--- config.mk ---
export PLATFORM = sky130hd
export DESIGN_NAME = sram_block_arb_drv
export DESIGN_NICKNAME = d
export VERILOG_FILES = /design/src/rtl/sram_drv_pkg.sv /design/src/rtl/sram_rr_arb.sv /design/src/rtl/sram_block_arb_drv.sv
export SDC_FILE = /design/constraint.sdc
export NUM_CORES = 1
export LEC_CHECK = 0
export BUFFER_PORTS_ARGS = -buffer_cell sky130_fd_sc_hd__buf_2
export CORE_AREA = 10 10 147 149
export CTS_BUF_LIST = sky130_fd_sc_hd__clkbuf_16
export DETAILED_ROUTE_END_ITERATION = 10
export DIE_AREA = 0 0 157 159
export SYNTH_ARGS = -nofsm -noshare
export SYNTH_HDL_FRONTEND = slang
export SYNTH_SLANG_ARGS = --single-unit
--- constraint.sdc ---
create_clock -name iClk -period 4.9 [get_ports iClk]
set_clock_uncertainty 0.2 [all_clocks]
set_input_delay 0.49 -clock iClk [delete_from_list [all_inputs] [get_ports iClk]]
set_output_delay 0.49 -clock iClk [all_outputs]
set_load 0.02 [all_outputs]
--- src/rtl/sram_drv_pkg.sv ---
// sram_drv_pkg: shared FSM states, width derivations and virtual-cell to physical-address mapping for the SRAM drivers
package sram_drv_pkg;
    typedef enum logic {IDLE = 1'b0, BUSY = 1'b1} state_t;
    function automatic int ch_w(input int n);
        return (n > 1) ? $clog2(n) : 1;
    endfunction
    function automatic int sel_w(input int dw);
        return dw / 8;
    endfunction
    function automatic logic [63:0] cell_base(input logic [63:0] vaddr, input int unsigned translen);
        return (vaddr >> 2) * 64'(translen);
    endfunction
endpackage

--- src/rtl/sram_rr_arb.sv ---
// sram_rr_arb: combinational round-robin pick (req, ptr -> gnt index, any) favouring the first requester at or after ptr
module sram_rr_arb
    import sram_drv_pkg::*;
#(
    parameter int NCH = 2,
    parameter int CW  = ch_w(NCH)
) (
    input  logic [NCH-1:0] req,
    input  logic [CW-1:0]  ptr,
    output logic [CW-1:0]  gnt,
    output logic           any
);
    always_comb begin
        gnt = ptr;
        any = |req;
        for (int i = NCH - 1; i >= 0; i--)
            if (req[(int'(ptr) + i) % NCH]) gnt = CW'((int'(ptr) + i) % NCH);
    end
endmodule

--- src/rtl/sram_block_arb_drv.sv ---
// sram_block_arb_drv: NCH write requesters -> SRAM port A, NCH read requesters -> port B, cell-granular round-robin, tagged read return
module sram_block_arb_drv
    import sram_drv_pkg::*;
#(
    parameter int DW       = 32,
    parameter int PAW      = 14,
    parameter int VAW      = 12,
    parameter int NCH      = 2,
    parameter int TRANSLEN = 16,
    parameter int RDLAT    = 1
) (
    input  logic                        iClk,
    input  logic                        iRst_n,
    input  logic [NCH-1:0]              iWrReq,
    input  logic [NCH-1:0]              iWrValid,
    input  logic [NCH-1:0]              iWrLast,
    input  logic [NCH*VAW-1:0]          iWrAddr,
    input  logic [NCH*sel_w(DW)-1:0]    iWrSel,
    input  logic [NCH*DW-1:0]           iWrData,
    output logic [NCH-1:0]              oWrReady,
    output logic                        oWrErr,
    input  logic [NCH-1:0]              iRdReq,
    input  logic [NCH-1:0]              iRdValid,
    input  logic [NCH-1:0]              iRdLast,
    input  logic [NCH*VAW-1:0]          iRdAddr,
    output logic [NCH-1:0]              oRdReady,
    output logic [DW-1:0]               oRdData,
    output logic                        oRdDataValid,
    output logic [ch_w(NCH)-1:0]        oRdDataCh,
    output logic                        oCEnA,
    output logic                        oWEnA,
    output logic [DW-1:0]               oBWEnA,
    output logic [PAW-1:0]              oAddrA,
    output logic [DW-1:0]               oWDataA,
    output logic                        oCEnB,
    output logic                        oWEnB,
    output logic [DW-1:0]               oBWEnB,
    output logic [PAW-1:0]              oAddrB,
    output logic [DW-1:0]               oWDataB,
    input  logic [DW-1:0]               iRDataA,
    input  logic [DW-1:0]               iRDataB
);
    localparam int SW = sel_w(DW);
    localparam int CW = ch_w(NCH);
    localparam int TW = $clog2(TRANSLEN);

    // direction 0 is the write path, direction 1 the read path
    logic [1:0][NCH-1:0]     req_d, vld_d, lst_d, rdy_d;
    logic [1:0][NCH*VAW-1:0] va_d;
    logic [1:0]              acc_d, end_d;
    logic [1:0][CW-1:0]      g_d;
    logic [1:0][PAW-1:0]     pa_d;
    logic [RDLAT-1:0]        vp;
    logic [RDLAT-1:0][CW-1:0] cp;
    logic                    unused_ok;

    assign req_d = {iRdReq, iWrReq};
    assign vld_d = {iRdValid, iWrValid};
    assign lst_d = {iRdLast, iWrLast};
    assign va_d  = {iRdAddr, iWrAddr};

    for (genvar d = 0; d < 2; d++) begin : g_dir
        state_t          st, st_nx;
        logic [CW-1:0]   ptr, gnt, arb_g;
        logic            any;
        logic [TW-1:0]   cnt;
        logic [PAW-1:0]  base;

        sram_rr_arb #(.NCH(NCH), .CW(CW)) u_arb (
            .req (req_d[d]),
            .ptr (ptr),
            .gnt (arb_g),
            .any (any)
        );

        assign acc_d[d] = (st == BUSY) && vld_d[d][gnt];
        assign end_d[d] = acc_d[d] && (lst_d[d][gnt] || cnt == TW'(TRANSLEN - 1));
        assign rdy_d[d] = (st == BUSY) ? NCH'(1) << gnt : '0;
        assign pa_d[d]  = base + PAW'(cnt);
        assign g_d[d]   = gnt;

        always_comb begin
            st_nx = st;
            st_nx = (st == IDLE) ? (any ? BUSY : IDLE) : (end_d[d] ? IDLE : BUSY);
        end

        always_ff @(posedge iClk or negedge iRst_n) begin
            if (!iRst_n) begin
                st   <= IDLE;
                ptr  <= '0;
                gnt  <= '0;
                cnt  <= '0;
                base <= '0;
            end else begin
                st <= st_nx;
                if (st == IDLE && any) begin
                    gnt  <= arb_g;
                    cnt  <= '0;
                    base <= PAW'(cell_base(64'(va_d[d][arb_g*VAW +: VAW]), TRANSLEN));
                end else if (end_d[d]) begin
                    cnt <= '0;
                    ptr <= (gnt == CW'(NCH - 1)) ? '0 : gnt + 1'b1;
                end else if (acc_d[d]) begin
                    cnt <= cnt + 1'b1;
                end
            end
        end
    end

    assign oWrReady = rdy_d[0];
    assign oRdReady = rdy_d[1];
    // the only way a write cell ends without Last is the beat limit
    assign oWrErr   = end_d[0] & ~lst_d[0][g_d[0]];

    assign oCEnA   = ~acc_d[0];
    assign oWEnA   = ~acc_d[0];
    assign oAddrA  = acc_d[0] ? pa_d[0] : '0;
    assign oWDataA = acc_d[0] ? iWrData[g_d[0]*DW +: DW] : '0;

    always_comb begin
        oBWEnA = '1;
        for (int i = 0; i < SW; i++)
            oBWEnA[i*8 +: 8] = ~{8{acc_d[0] & iWrSel[g_d[0]*SW + i]}};
    end

    assign oCEnB   = ~acc_d[1];
    assign oWEnB   = 1'b1;
    assign oBWEnB  = '1;
    assign oAddrB  = acc_d[1] ? pa_d[1] : '0;
    assign oWDataB = '0;
    assign oRdData = iRDataB;

    always_ff @(posedge iClk or negedge iRst_n) begin
        if (!iRst_n) begin
            vp <= '0;
            cp <= '0;
        end else begin
            vp[0] <= acc_d[1];
            cp[0] <= acc_d[1] ? g_d[1] : '0;
            for (int i = 1; i < RDLAT; i++) begin
                vp[i] <= vp[i-1];
                cp[i] <= cp[i-1];
            end
        end
    end

    assign oRdDataValid = vp[RDLAT-1];
    assign oRdDataCh    = cp[RDLAT-1];
    assign unused_ok    = ^iRDataA;
endmodule

== After elaboration in Yosys (flattened, before gate mapping) ==
Index checks and enable logic that the tools add are counted.

* Register bits: 36
* Latch bits: 0
* Memory bits (writable): 0
* Memory bits (read-only): 0
* Input bits: 198
* Output and inout bits: 199
* Logic and storage cells: 124
* Memories: 0

* Add/sub/neg operators: 11
* $mul: 2
* Divide/modulo/power cells: 0
* Magnitude comparators: 10
* Equal/unequal tests: 2
* Shift-type cells: 5
* Multiplexer cells: 50
* Bitwise logic cells: 18
* Reductions and logical operators: 14

{| class="wikitable"
|+ Operators by type and width
! operator !! number
|-
| indexed part select 64 x 7 -> 32 bit || 1
|-
| indexed part select 24 x 6 -> 12 bit || 2
|-
| two-way mux 1 bit || 36
|-
| two-way mux 32 bit || 1
|-
| NOT 8 bit || 4
|-
| adder 14 x 4 -> 14 bit || 2
|-
| two-way mux 14 bit || 2
|-
| two-way mux 4 bit || 6
|-
| < comparator 4 bit, second input constant || 3
|-
| binary-select mux 1 bit (select 3 bit) || 3
|-
| adder 3 x 2 -> 4 bit, second input constant || 2
|-
| adder 4 x 1 -> 4 bit, second input constant || 2
|-
| equality test 4 bit, second input constant || 2
|-
| < comparator 1 x 2 -> 1 bit, second input constant || 4
|-
| NOT 1 bit || 7
|-
| logical AND 1 bit || 6
|-
| < comparator 2 x 3 -> 1 bit, second input constant || 2
|-
| multiplier 1 x 2 -> 3 bit, second input constant || 2
|-
| nonzero test 3 bit || 2
|-
| bitwise AND 1 bit || 5
|-
| adder 1 bit, second input constant || 4
|-
| adder 3 x 1 -> 4 bit, second input constant || 1
|-
| < comparator 3 x 4 -> 1 bit, second input constant || 1
|-
| two-way mux 2 bit || 2
|-
| 5 further kinds || 10
|}

== Depth between registers and ports, before layout ==
Gate-level depths: netlist of run 1.

* Depth in word-level cells: 9
* Gate-level depth with buffers: 7
* Depth with buffers taken out: 4

== By module ==
A second synthesis of run 1 with hierarchy kept.

* Cells, all modules: 415
* Area total of the unflattened synthesis: 3487.1 sq um

{| class="wikitable"
|+ Modules (own cells, without submodules)
! module !! times used !! cells each !! area an instance (sq um) !! sequential area each (sq um)
|-
| sram_block_arb_drv || 1 || 409 || 3444.6 || 900.9
|-
| sram_rr_arb || 2 || 3 || 21.3 || 0.0
|}

== Least setup slack after synthesis of run 1 ==
No wires, ideal clock.

* Path kind: flip-flop to output port
* Start point: register g_dir[0].gnt
* End point: output oWDataA[22]
* Data arrival time: 1606 ps
* Slack: 2604 ps
* Stages on the path, launching flop included: 8
* Buffers on the path: 3
* Path through: dfrtp_1 buf_6 mux2_2 and2_1 buf_2 inv_2 buf_4 nor2_1

* Longest elaborated chain between the ends: 4

{| class="wikitable"
|+ RTL lines
! item !! RTL line !! source
|-
| start: declaration || sram_block_arb_drv.sv:64 || <nowiki>logic [CW-1:0] ptr, gnt, arb_g;</nowiki>
|-
| start signal: assignment || sram_block_arb_drv.sv:97 || <nowiki>gnt <= arb_g;</nowiki>
|-
| parallel branches: the longest is 3 deep, another holds indexed part select 64 x 7 -> 32 bit || n/a ||
|-
| two-way mux 32 bit * || sram_block_arb_drv.sv:118 || <nowiki>assign oWDataA = acc_d[0] ? iWrData[g_d[0]*DW +: DW] : '0;</nowiki>
|-
| end: declaration || sram_block_arb_drv.sv:34 || <nowiki>output logic [DW-1:0] oWDataA,</nowiki>
|}

Mark *: on every way between the ends. The select of a mux whose other input is x is not followed.

== Worst setup path in the final report of run 1 ==
* Start point: register g_dir[0].st
* End point: output oWDataA[31]

* Longest elaborated chain between the ends: 2

{| class="wikitable"
|+ RTL lines
! item !! RTL line !! source
|-
| start: declaration || sram_block_arb_drv.sv:63 || <nowiki>state_t st, st_nx;</nowiki>
|-
| start signal: assignment || sram_block_arb_drv.sv:95 || <nowiki>st <= st_nx;</nowiki>
|-
| logical AND 1 bit || sram_block_arb_drv.sv:76 || <nowiki>assign acc_d[d] = (st == BUSY) && vld_d[d][gnt];</nowiki>
|-
| two-way mux 32 bit || sram_block_arb_drv.sv:118 ||
|}

Every way passes these cells.

==> summary by stage, run 1 <==
Synth
For this run, the number of Yosys warnings is 0. The synthesized design contains 36 register bits. Of all flip-flops after synthesis, the portion carrying an async set or reset was 100%. Summing the sequential cell areas from Yosys gives 24.1% of the chip area. The main flop type after synthesis is dfrtp_1. After technology mapping, the gate count stands at 454. A synthesized cell averages 8.22 um2. The post-synthesis cell type count is 45.

The number of enable flip-flop cells after synthesis is 0. The synthesized area is 3730 um2.

Timing
The worst relative slew slack is 18.4%. The final worst setup slack is 1.68 ns. Setup violations remaining at the end of the flow were counted as 0. The final critical-path share of the clock period is 65.8%. The highest clock frequency the design can meet is 310 MHz. The number of slew-limit violations in the final report was 0. The summed negative setup slack over all endpoints is 0 ns. The number of endpoints with negative hold slack in the final report was 0. The shortest period the worst path allows is 3.22 ns.

The tightest hold path in the finished design has a slack of 0.156 ns. Setup repair after global routing left no endpoint under its margin. The actual transition at the worst max-transition pin is 1.22 ns.

Placement
At the end of routability-driven placement, the weighted congestion stood at 0.806. Timing analysis after detailed placement gives a worst setup slack of 1.85 ns. Including well taps, the total number of placed cells is 824. The HPWL after detailed placement is 12.7 mm. The count of buffers from port buffering is 227.

Routing
The ratio of routed vias to standard cells is 4.28. The number of detailed-route iterations in the first pass is 4. Once detail routing completed, the nets flagged for antenna violations numbered 0. Dividing the detail-routed wire length by the instance count gives 18.8 um. For this run, design rule violations remaining after detail routing come to 0.

After the first detailed-routing iteration, the DRC count stood at 122. The via count of the routed design is 3,563. The final wirelength is 15.7 mm.

Worst setup path
The kind of launch point of the worst setup path is a register. The endpoint class of the critical path is an output pin. The top fanout value on the critical path is 34. Data arrives at the worst endpoint at 2.53 ns. The type of the worst setup path is register to output pin. The required time of the critical path is 4.21 ns.

CTS
Buffers inserted during clock tree synthesis total 5. The number of sinks on the clock net is 36. The clock network latency to the later pin of the worst-skew pair is 0.29 ns. The quantity of gates resized following cts is 0.

Post-CTS timing repair inserted 0 buffers for setup. The clock tree from TritonCTS is done. The buffer depth of the longest clock path is 2. The clock transition time at the flip-flop clock pins of the worst setup and hold paths is 0.06 ns. The clock tree synthesis step divided the H-tree into 2 levels. In this run, post-CTS hold repair placed 0 buffers. The clock tree root buffer cell is clkbuf_16.

Global route
The global routing stage identified its most utilized layer as met2. The met2 track demand over resource in global routing is 19.3%. The total congestion overflow is 0. The pin count of the biggest net entering global routing is 42. The global-route met3 utilization is 5.88%. The total global routing track utilization is 11.6%. The initial antenna violation count is 1. The first global-routing pass estimated 22.6 mm of wire. The met1 track demand over resource in global routing is 11.8%. The number of global-route vias before repair is 3,676.

Final layout
After filler insertion, the fill cell instance count of the layout stands at 2,099. Leaving out filler cells and counting taps, the final layout contains 833. The net count of the finished layout is 797. The fraction of layout instances using a drive strength above 1 is 42.1%. The area growth from synthesis to layout is 20.0%.

Die
The die covers 25,000 um2. The die height is 159 um. The width of the die is 157 um.

Row generation in the floorplan step produced 50 rows. Pin placement for this block handled 397 I/O pins. The effective utilization at floorplan is 20.1%.

The area of the core is 18,600 um2.

Flow run
The max-cap check violation count is 0.

Power and ir drop
The ratio of total power to cell area is 533 nW/um2. The worst IR drop on VDD is 216 uV. The static power due to leakage is 2.45 nW. The total power consumption of the routed design is 2.39 mW.

Hold path
The class of the worst hold path is primary input to async pin.

Outcome
The run finished with clean final reports.
==> sequential cells by signal, summed over array words and instances (netlist names) <==
name	cells
g_dir.gnt	2
g_dir.ptr	2
g_dir.cnt	8
oRdDataValid	1
g_dir.base	20
g_dir.st	2
oRdDataCh	1
==> synthesized netlist by cell type (2+ instances only) <==
master / instances / area, um2
clkbuf_1: 20 / 75.1
o2111ai_1: 30 / 263
o21bai_1: 2 / 15.0
o211ai_1: 3 / 22.5
buf_2: 4 / 20.0
and2_1: 17 / 106
mux2_2: 6 / 67.6
buf_1: 2 / 7.51
buf_4: 129 / 968
dfrtp_1: 36 / 901
a21oi_1: 2 / 10.0
a211oi_1: 2 / 15.0
and3_1: 16 / 100
nand3_1: 21 / 105
nor2_1: 37 / 139
a31oi_1: 2 / 12.5
a2111o_1: 10 / 113
o22ai_1: 4 / 25.0
inv_1: 16 / 60.1
mux2i_1: 35 / 350
ha_1: 2 / 25.0
clkinv_1: 2 / 7.51
nand2_1: 33 / 124
conb_1: 2 / 7.51
==> layout by cell type, fill, tap and decap left out, types with 3 or more instances in the layout <==
cell type | Yosys | final
buf_2 | 4 | 227
conb_1 | 2 | 65
nor2_1 | 37 | 37
mux2i_1 | 35 | 35
dfrtp_1 | 36 | 35
nand2_1 | 33 | 33
o2111ai_1 | 30 | 30
nand3_1 | 21 | 21
and2_1 | 17 | 17
inv_1 | 16 | 16
and3_1 | 16 | 16
a2111o_1 | 10 | 10
mux2_2 | 6 | 6
clkbuf_16 | 0 | 5
o22ai_1 | 4 | 4
o211ai_1 | 3 | 3
==> worst max-delay path, cell delays in order (launching register included) <==
cell     delay (ns)
dfrtp_1        0.96
and2_1         0.49
inv_2          0.34
nor2_1         0.20
buf_2          0.23
==> power by group <==
group | internal [mW] | switching [mW] | leakage [nW]
clock | 0.188 | 0.143 | 0.0736
combinational | 0.493 | 0.996 | 1.93
sequential | 0.418 | 0.150 | 0.452
total | 1.10 | 1.29 | 2.45
==> final cells by class <==
type	instances	area, um2	share of cell area [%]
antenna	1	2.50	0.0559
clock buffer	5	125	2.79
clock inverter	3	18.8	0.419
inverter	19	71.3	1.59
multi-input combinational	306	1910	42.7
sequential	36	902	20.2
tap	234	293	6.54
timing repair buffer	229	1150	25.7
==> per-layer routing <==
metal	up-vias	share of wire, %
met1	1607	35
met3	36	14
met4	0	4.0
met2	246	47
met5	-	0
li1	1674	-
==> stage by stage <==
step | instance area, um2 | utilization, %
after floorplan | 3970 | -
after global placement | 4330 | 23.3
after global routing | 4470 | 24.1
after detailed placement | 4330 | 23.3
final | 4480 | 24.1
after CTS | 4470 | 24.1
==> final timing paths <==
kind	start	endpoint	slack [ns]	cells after the start
worst max-delay path	g_dir[0].st$_DFF_PN0_	oWDataA[31]	1.68	4
worst min-delay path	iRst_n	g_dir[1].base[4]$_DFFE_PN0P_	0.16	1
worst max register to register	g_dir[0].st$_DFF_PN0_	g_dir[0].cnt[1]$_DFFE_PN0P_	2.30	3
worst min register to register	g_dir[0].base[9]$_DFFE_PN0P_	g_dir[0].base[9]$_DFFE_PN0P_	0.27	2
max in group asynchronous	iRst_n	g_dir[0].gnt$_DFFE_PN0P_	3.68	1
min in group iClk	iRdAddr[3]	g_dir[1].base[5]$_DFFE_PN0P_	0.27	3
==> logic make-up after synthesis <==
kind of cell / Yosys count / synth area share (%)
mux: 42 / 11.6
buf+inv: 175 / 30.9
compound gates: 65 / 15.3
flops: 36 / 24.1
simple gates: 132 / 17.1
other cells: 2 / 0.201
fa+ha+maj: 2 / 0.671
Note: power is estimated with default switching activity, not from simulation.
==> inputs of run 2 (changes only) <==
CORE_AREA = 10 10 144 146   (was 10 10 147 149)
DIE_AREA = 0 0 154 156   (was 0 0 157 159)
clock period = 2.95 ns   (was 4.9 ns; I/O delays follow)
==> summary by stage, run 2 (synthesis results as in run 1) <==
Final layout
The most common library cell in the layout ignoring fill and taps is buf_2. The signed area change from the synthesized netlist to the final layout is 21.3%. The flip-flop count of the largest register after layout is 20.

The number of diodes added for antenna fixing is 0. The fraction of layout instances using a drive strength above 1 is 42.6%. The count of nets after finishing is 805. In the layout the commonest cells are buf_2 (227), conb_1 (65), nor2_1 (37), mux2i_1 (35), dfrtp_1 (35). The most flop-heavy register is g_dir.base. The final design utilization is 25.4%.

The largest registers in the layout are g_dir.base (20), g_dir.cnt (8).

Power and ir drop
The cell internal power dissipation is 1.88 mW. Per report_power, the combinational group accounts for 64.5% of the total. Across the VDD grid, the largest voltage drop is 537 uV.

The share of total power dissipated in sequential elements is 22.3%. In this run, the clock network consumes 13.1% of the power. The ratio of total power to cell area is 886 nW/um2.

In this run the power spent charging and discharging nets is 2.13 mW. Summed over all cells, the static leakage comes to 2.49 nW. Total power for the finished layout comes to 4.01 mW. Net switching is 53.2% of the power.

Timing
The final critical path takes up 87.1% of the cycle. The worst relative slew slack is 37.9%. Summed over all failing endpoints, the final setup total negative slack is 0 ns. The number of endpoints with negative hold slack in the final report is 0. The actual transition at the worst max-transition pin is 0.932 ns. The number of slew-limit violations in the final report is 0. The number of setup violations in the final report is 0. The shortest period the worst path allows is 2.57 ns.

Setup slack closes at 0.381 ns. Final hold analysis gives a worst-case slack of 0.0606 ns. Setup repair after global routing left no endpoint under its margin. Timing would allow up to 389 MHz.

Die
The effective utilization at floorplan is 20.9%. The region available for standard cell placement spans 17,800 um2. The initialized floorplan defines 49 standard-cell rows. In this run the count of I/O pins placed on the die edge is 397. The die footprint is 24,000 um2. The die height is 156 um. The width of the die is 154 um.

Placement
The final estimated routing congestion in global placement is 0.812. The count of buffers added on input and output ports is 227. Before CTS, the worst setup slack after placement is 0.654 ns. Summed over all nets, the half-perimeter wirelength after detailed placement is 13.1 mm.

Global route
The number of global-route vias before repair is 3,699. The global-route wire length before repair is 22.7 mm. Summed over all layers, the global routing overflow is 0. Entering global routing, the biggest net connects 42 pins. The initial antenna violation count is 1.

The total global routing track utilization is 12.0%.

Worst setup path
For the worst setup path, the data required time is 2.46 ns. The kind of launch point of the worst setup path is a register. The endpoint class of the critical path is an output pin.

By startpoint and endpoint, the worst setup path is classified as register to output pin. For the worst setup path, the data arrival time is 2.07 ns. The top fanout value on the critical path is 41.

CTS
The count of hold buffers inserted by post-cts repair is 1. The number of sinks on the clock net is 36. The quantity of gates resized following cts is 0.

The buffer depth of the longest clock path is 2. Counting the buffers created by CTS gives 5. The clock transition time at the flip-flop clock pins of the worst setup and hold paths is 0.06 ns. The clock tree root buffer cell is clkbuf_16. The post-CTS setup buffer count is 0.

The clock network latency to the later pin of the worst-skew pair is 0.28 ns. In this run the number of H-tree levels came out at 2. TritonCTS built the clock tree.

Routing
Summed over all nets, wire length on met3 after detailed routing comes to 1.88 mm. After detailed routing, the wire length on met1 is 5.58 mm. The count of nets left with antenna violations once routing finished came out at 0. After detailed routing, the met2 layer carries 8.15 mm of wire.

The number of detailed-route iterations in the first pass is 4. In the final routed layout, each cell accounts on average for 19.2 um. After detailed routing, the number of remaining DRC violations is 0. The final wirelength is 16.0 mm.

The detailed router finished its first iteration with 115 violations. The ratio of routed vias to standard cells is 4.30. For this block, the via count after detailed routing is 3,594.

In this run the top signal layer used is met5.

Hold path
The class of the worst hold path is primary input to register.

Flow run
Across the run, the number of max-cap violations was 0.

Outcome
The run finished with clean final reports.
run 2: cell type report:
cell class | instances | area, um2
clock buffers | 5 | 125
inverters | 19 | 71.3
clock inverters | 3 | 13.8
well taps | 229 | 287
multi-input cells | 306 | 1910
fillers | 2016 | 13300
repair buffers | 237 | 1210
flip-flops and latches | 36 | 902
run 2: worst max-delay path: stages (launching register included):
cell      delay [ns]
dfrtp_2         0.36
buf_4           0.51
mux2_4          0.39
o211ai_1        0.28
nor2_1          0.07
buf_2           0.17
run 2: final timing paths:
check | start | cells after the start | end | slack (ns)
worst min register to register | g_dir[1].base[11]$_DFFE_PN0P_ | 2 | g_dir[1].base[11]$_DFFE_PN0P_ | 0.27
max in group asynchronous | iRst_n | 2 | g_dir[0].gnt$_DFFE_PN0P_ | 1.42
worst min-delay path | iRdValid[1] | 2 | oRdDataCh$_DFF_PN0_ | 0.06
min in group asynchronous | iRst_n | 2 | g_dir[1].cnt[2]$_DFFE_PN0P_ | 0.49
worst max-delay path | g_dir[0].gnt$_DFFE_PN0P_ | 5 | oWrErr | 0.38
worst max register to register | g_dir[0].gnt$_DFFE_PN0P_ | 4 | g_dir[0].cnt[1]$_DFFE_PN0P_ | 0.70
run 2: power by group through the flow:
stage / logic (mW) / registers [mW] / clock network (mW)
2_1_floorplan: 2.11 / 0.805 / 0
3_3_place_gp: 2.63 / 0.900 / 0
3_5_place_dp: 2.64 / 0.903 / 0
4_1_cts: 2.65 / 0.897 / 0.553
5_1_grt: 2.81 / 0.929 / 0.573
6_report: 2.59 / 0.895 / 0.527
run 2: layer usage:
metal / up-vias / track usage [%]
li1: 1702 / -
met1: 1651 / 11.7
met2: 217 / 21.8
met3: 22 / 5.71
met4: 2 / 3.91
met5: - / 0
run 2: through the flow:
step,cells,instance area [um2]
2_1_floorplan,517,3970
3_3_place_gp,826,4380
3_5_place_dp,826,4380
4_1_cts,835,4530
5_1_grt,835,4530
6_report,835,4530
==> inputs of run 3 (changes only) <==
RECOVER_POWER = 25   (was default)
==> summary by stage, run 3 (synthesis results as in run 1) <==
Outcome
The flow ran to the end, and the final reports show no timing, DRC or antenna violations.

Power and ir drop
The static power due to leakage is 2.48 nW. Across the VDD grid, the largest voltage drop is 471 uV. The ratio of total power to cell area is 885 nW/um2.

The completed layout was analyzed and its total power is 4.00 mW.

Routing
After detailed routing, the number of vias per cell comes to 4.31. Dividing the detail-routed wire length by the instance count gives 19.2 um. The number of DRC violations after detailed routing is 0. The number of nets with antenna violations after detailed routing is 0. The routed layout has 3,595 vias.

The routed design has 16.0 mm of wire. The first detailed-routing pass took 4 iterations. The initial detailed-routing violation count is 118.

Final layout
The most common library cell in the layout ignoring fill and taps is buf_2. The finished layout holds 835 standard cells, fillers aside. At the end of the flow the core is filled with cells to 25.3%. The most flop-heavy register is g_dir.base. The count of nets after finishing is 805.

The number of diodes added for antenna fixing is 0. From synthesis to final layout, the design area changed by 21.1%. In the final layout, the registers with the most flip-flops are g_dir.base (20), g_dir.cnt (8). The register with the most flip-flops in the layout has 20 of them. In the layout the commonest cells are buf_2 (224), conb_1 (65), nor2_1 (37), mux2i_1 (35), dfrtp_1 (35). The fraction of layout instances using a drive strength above 1 is 42.1%.

Die
The die footprint is 24,000 um2. Measured along the x axis, the die boundary spans 154 um. The initialized floorplan defines 49 standard-cell rows. The number of top-level pins is 397. For this configuration, the core starts out at a cell density of 20.9%. Measured along the y axis, the die boundary spans 156 um. The area of the core is 17,800 um2.

Worst setup path
The startpoint of the most critical register-to-register path is g_dir[0].gnt$_DFFE_PN0P_. The worst setup path is of the register to output pin kind. The required time of the critical path is 2.46 ns. The arrival time reported for the critical path endpoint is 2.07 ns.

The top fanout value on the critical path is 41. For flop-to-flop paths, the worst setup slack is 0.70 ns. The worst setup path is captured at an output pin.

Tracing the worst setup path back leads to its startpoint at g_dir[0].gnt$_DFFE_PN0P_. The endpoint of the lowest-slack register-to-register path is g_dir[0].cnt[1]$_DFFE_PN0P_. The depth of the most critical reg-to-reg path is 4. The worst setup path is launched from a register.

CTS
The buffer depth of the longest clock path is 2. The H-tree was split into 2 levels. The clock tree root buffer cell is clkbuf_16.

The quantity of gates resized following cts is 0. The count of hold buffers inserted by post-cts repair is 1. The number of sinks on the clock net is 36. In this run the post-CTS setup repair buffer count came out at 0. TritonCTS built the clock tree. The clock network latency to the later pin of the worst-skew pair is 0.28 ns. Clock-pin slew was measured on the worst setup and hold paths at 0.06 ns. The number of CTS-inserted buffers is 5.

Timing
The summed negative setup slack over all endpoints is 0 ns. The final critical-path share of the clock period is 87.1%. The shortest period the worst path allows is 2.57 ns. Based on the critical path, the design can be clocked at up to 389 MHz. Final hold analysis gives a worst-case slack of 0.0606 ns. The number of slew-limit violations in the final report is 0.

Setup repair after global routing left no endpoint under its margin. The actual transition at the worst max-transition pin is 1.04 ns. The number of endpoints with negative hold slack in the final report is 0. The worst relative slew slack is 30.8%. Setup violations remaining at the end of the flow were counted as 0.

Global route
The pin count of the biggest net entering global routing is 42. The first global-routing pass estimated 22.7 mm of wire. For this run the aggregate overflow at the end of global routing stands at 0.

The initial antenna violation count was 1. Global routing consumed, over all layers together, 12.0% of the routing resources. The number of global-route vias before repair is 3,699.

Flow run
The max-cap check violation count is 0.

Placement
Including well taps, the total number of placed cells is 826. The count of buffers from port buffering is 227. The total half-perimeter wirelength after legalization and detailed placement is 13.1 mm. The final estimated routing congestion in global placement is 0.812.

Hold path
The start point of the worst hold path is iRdValid[1]. The worst hold path was traced through 2 stages. The class of the worst hold path is primary input to register.

The endpoint of the worst hold-timing path is oRdDataCh$_DFF_PN0_.
## run 3: layout make-up
type,instances,area [um2]
tap,229,287
clock inverter,3,13.8
sequential,36,902
inverter,19,71.3
fill,2019,13300
timing repair buffer,237,1210
multi-input combinational,306,1910
clock buffer,5,125
## run 3: how the worst max path moves through the flow
stage / to / slack (ns) / depth (start not counted)
after floorplan: oWDataA[22] / 0.85 / 7
final: oWrErr / 0.38 / 5
after global routing: oWDataA[30] / 0.24 / 6
after detailed placement: oWDataA[14] / 0.65 / 6
after CTS: oWDataA[14] / 0.34 / 6
after global placement: oWDataA[25] / 0.65 / 6
## run 3: routing by layer
layer | vias to the layer above | routed length (um) | GRT usage (%)
met1 | 1652 | 5580 | 11.7
met2 | 217 | 8150 | 21.8
li1 | 1702 | - | -
met4 | 2 | 383 | 3.91
met3 | 22 | 1880 | 5.71
met5 | - | 12 | 0
## run 3: worst max-delay path, cell delays in order, from the launching register on
cell      delay [ns]
dfrtp_2         0.36
buf_4           0.51
mux2_4          0.39
o211ai_1        0.28
nor2_1          0.07
buf_2           0.17
## run 3: power by group
group / internal, mW / switching [mW]
registers: 0.696 / 0.200
clock network: 0.307 / 0.219
logic: 0.863 / 1.72
## run 3: stage by stage
stage               area [um2]  setup WS (ns)
floorplan                 3970          0.849
detailed placement        4380          0.654
finish                    4520          0.381
global placement          4380          0.649
CTS                       4530          0.337
global route              4520          0.236
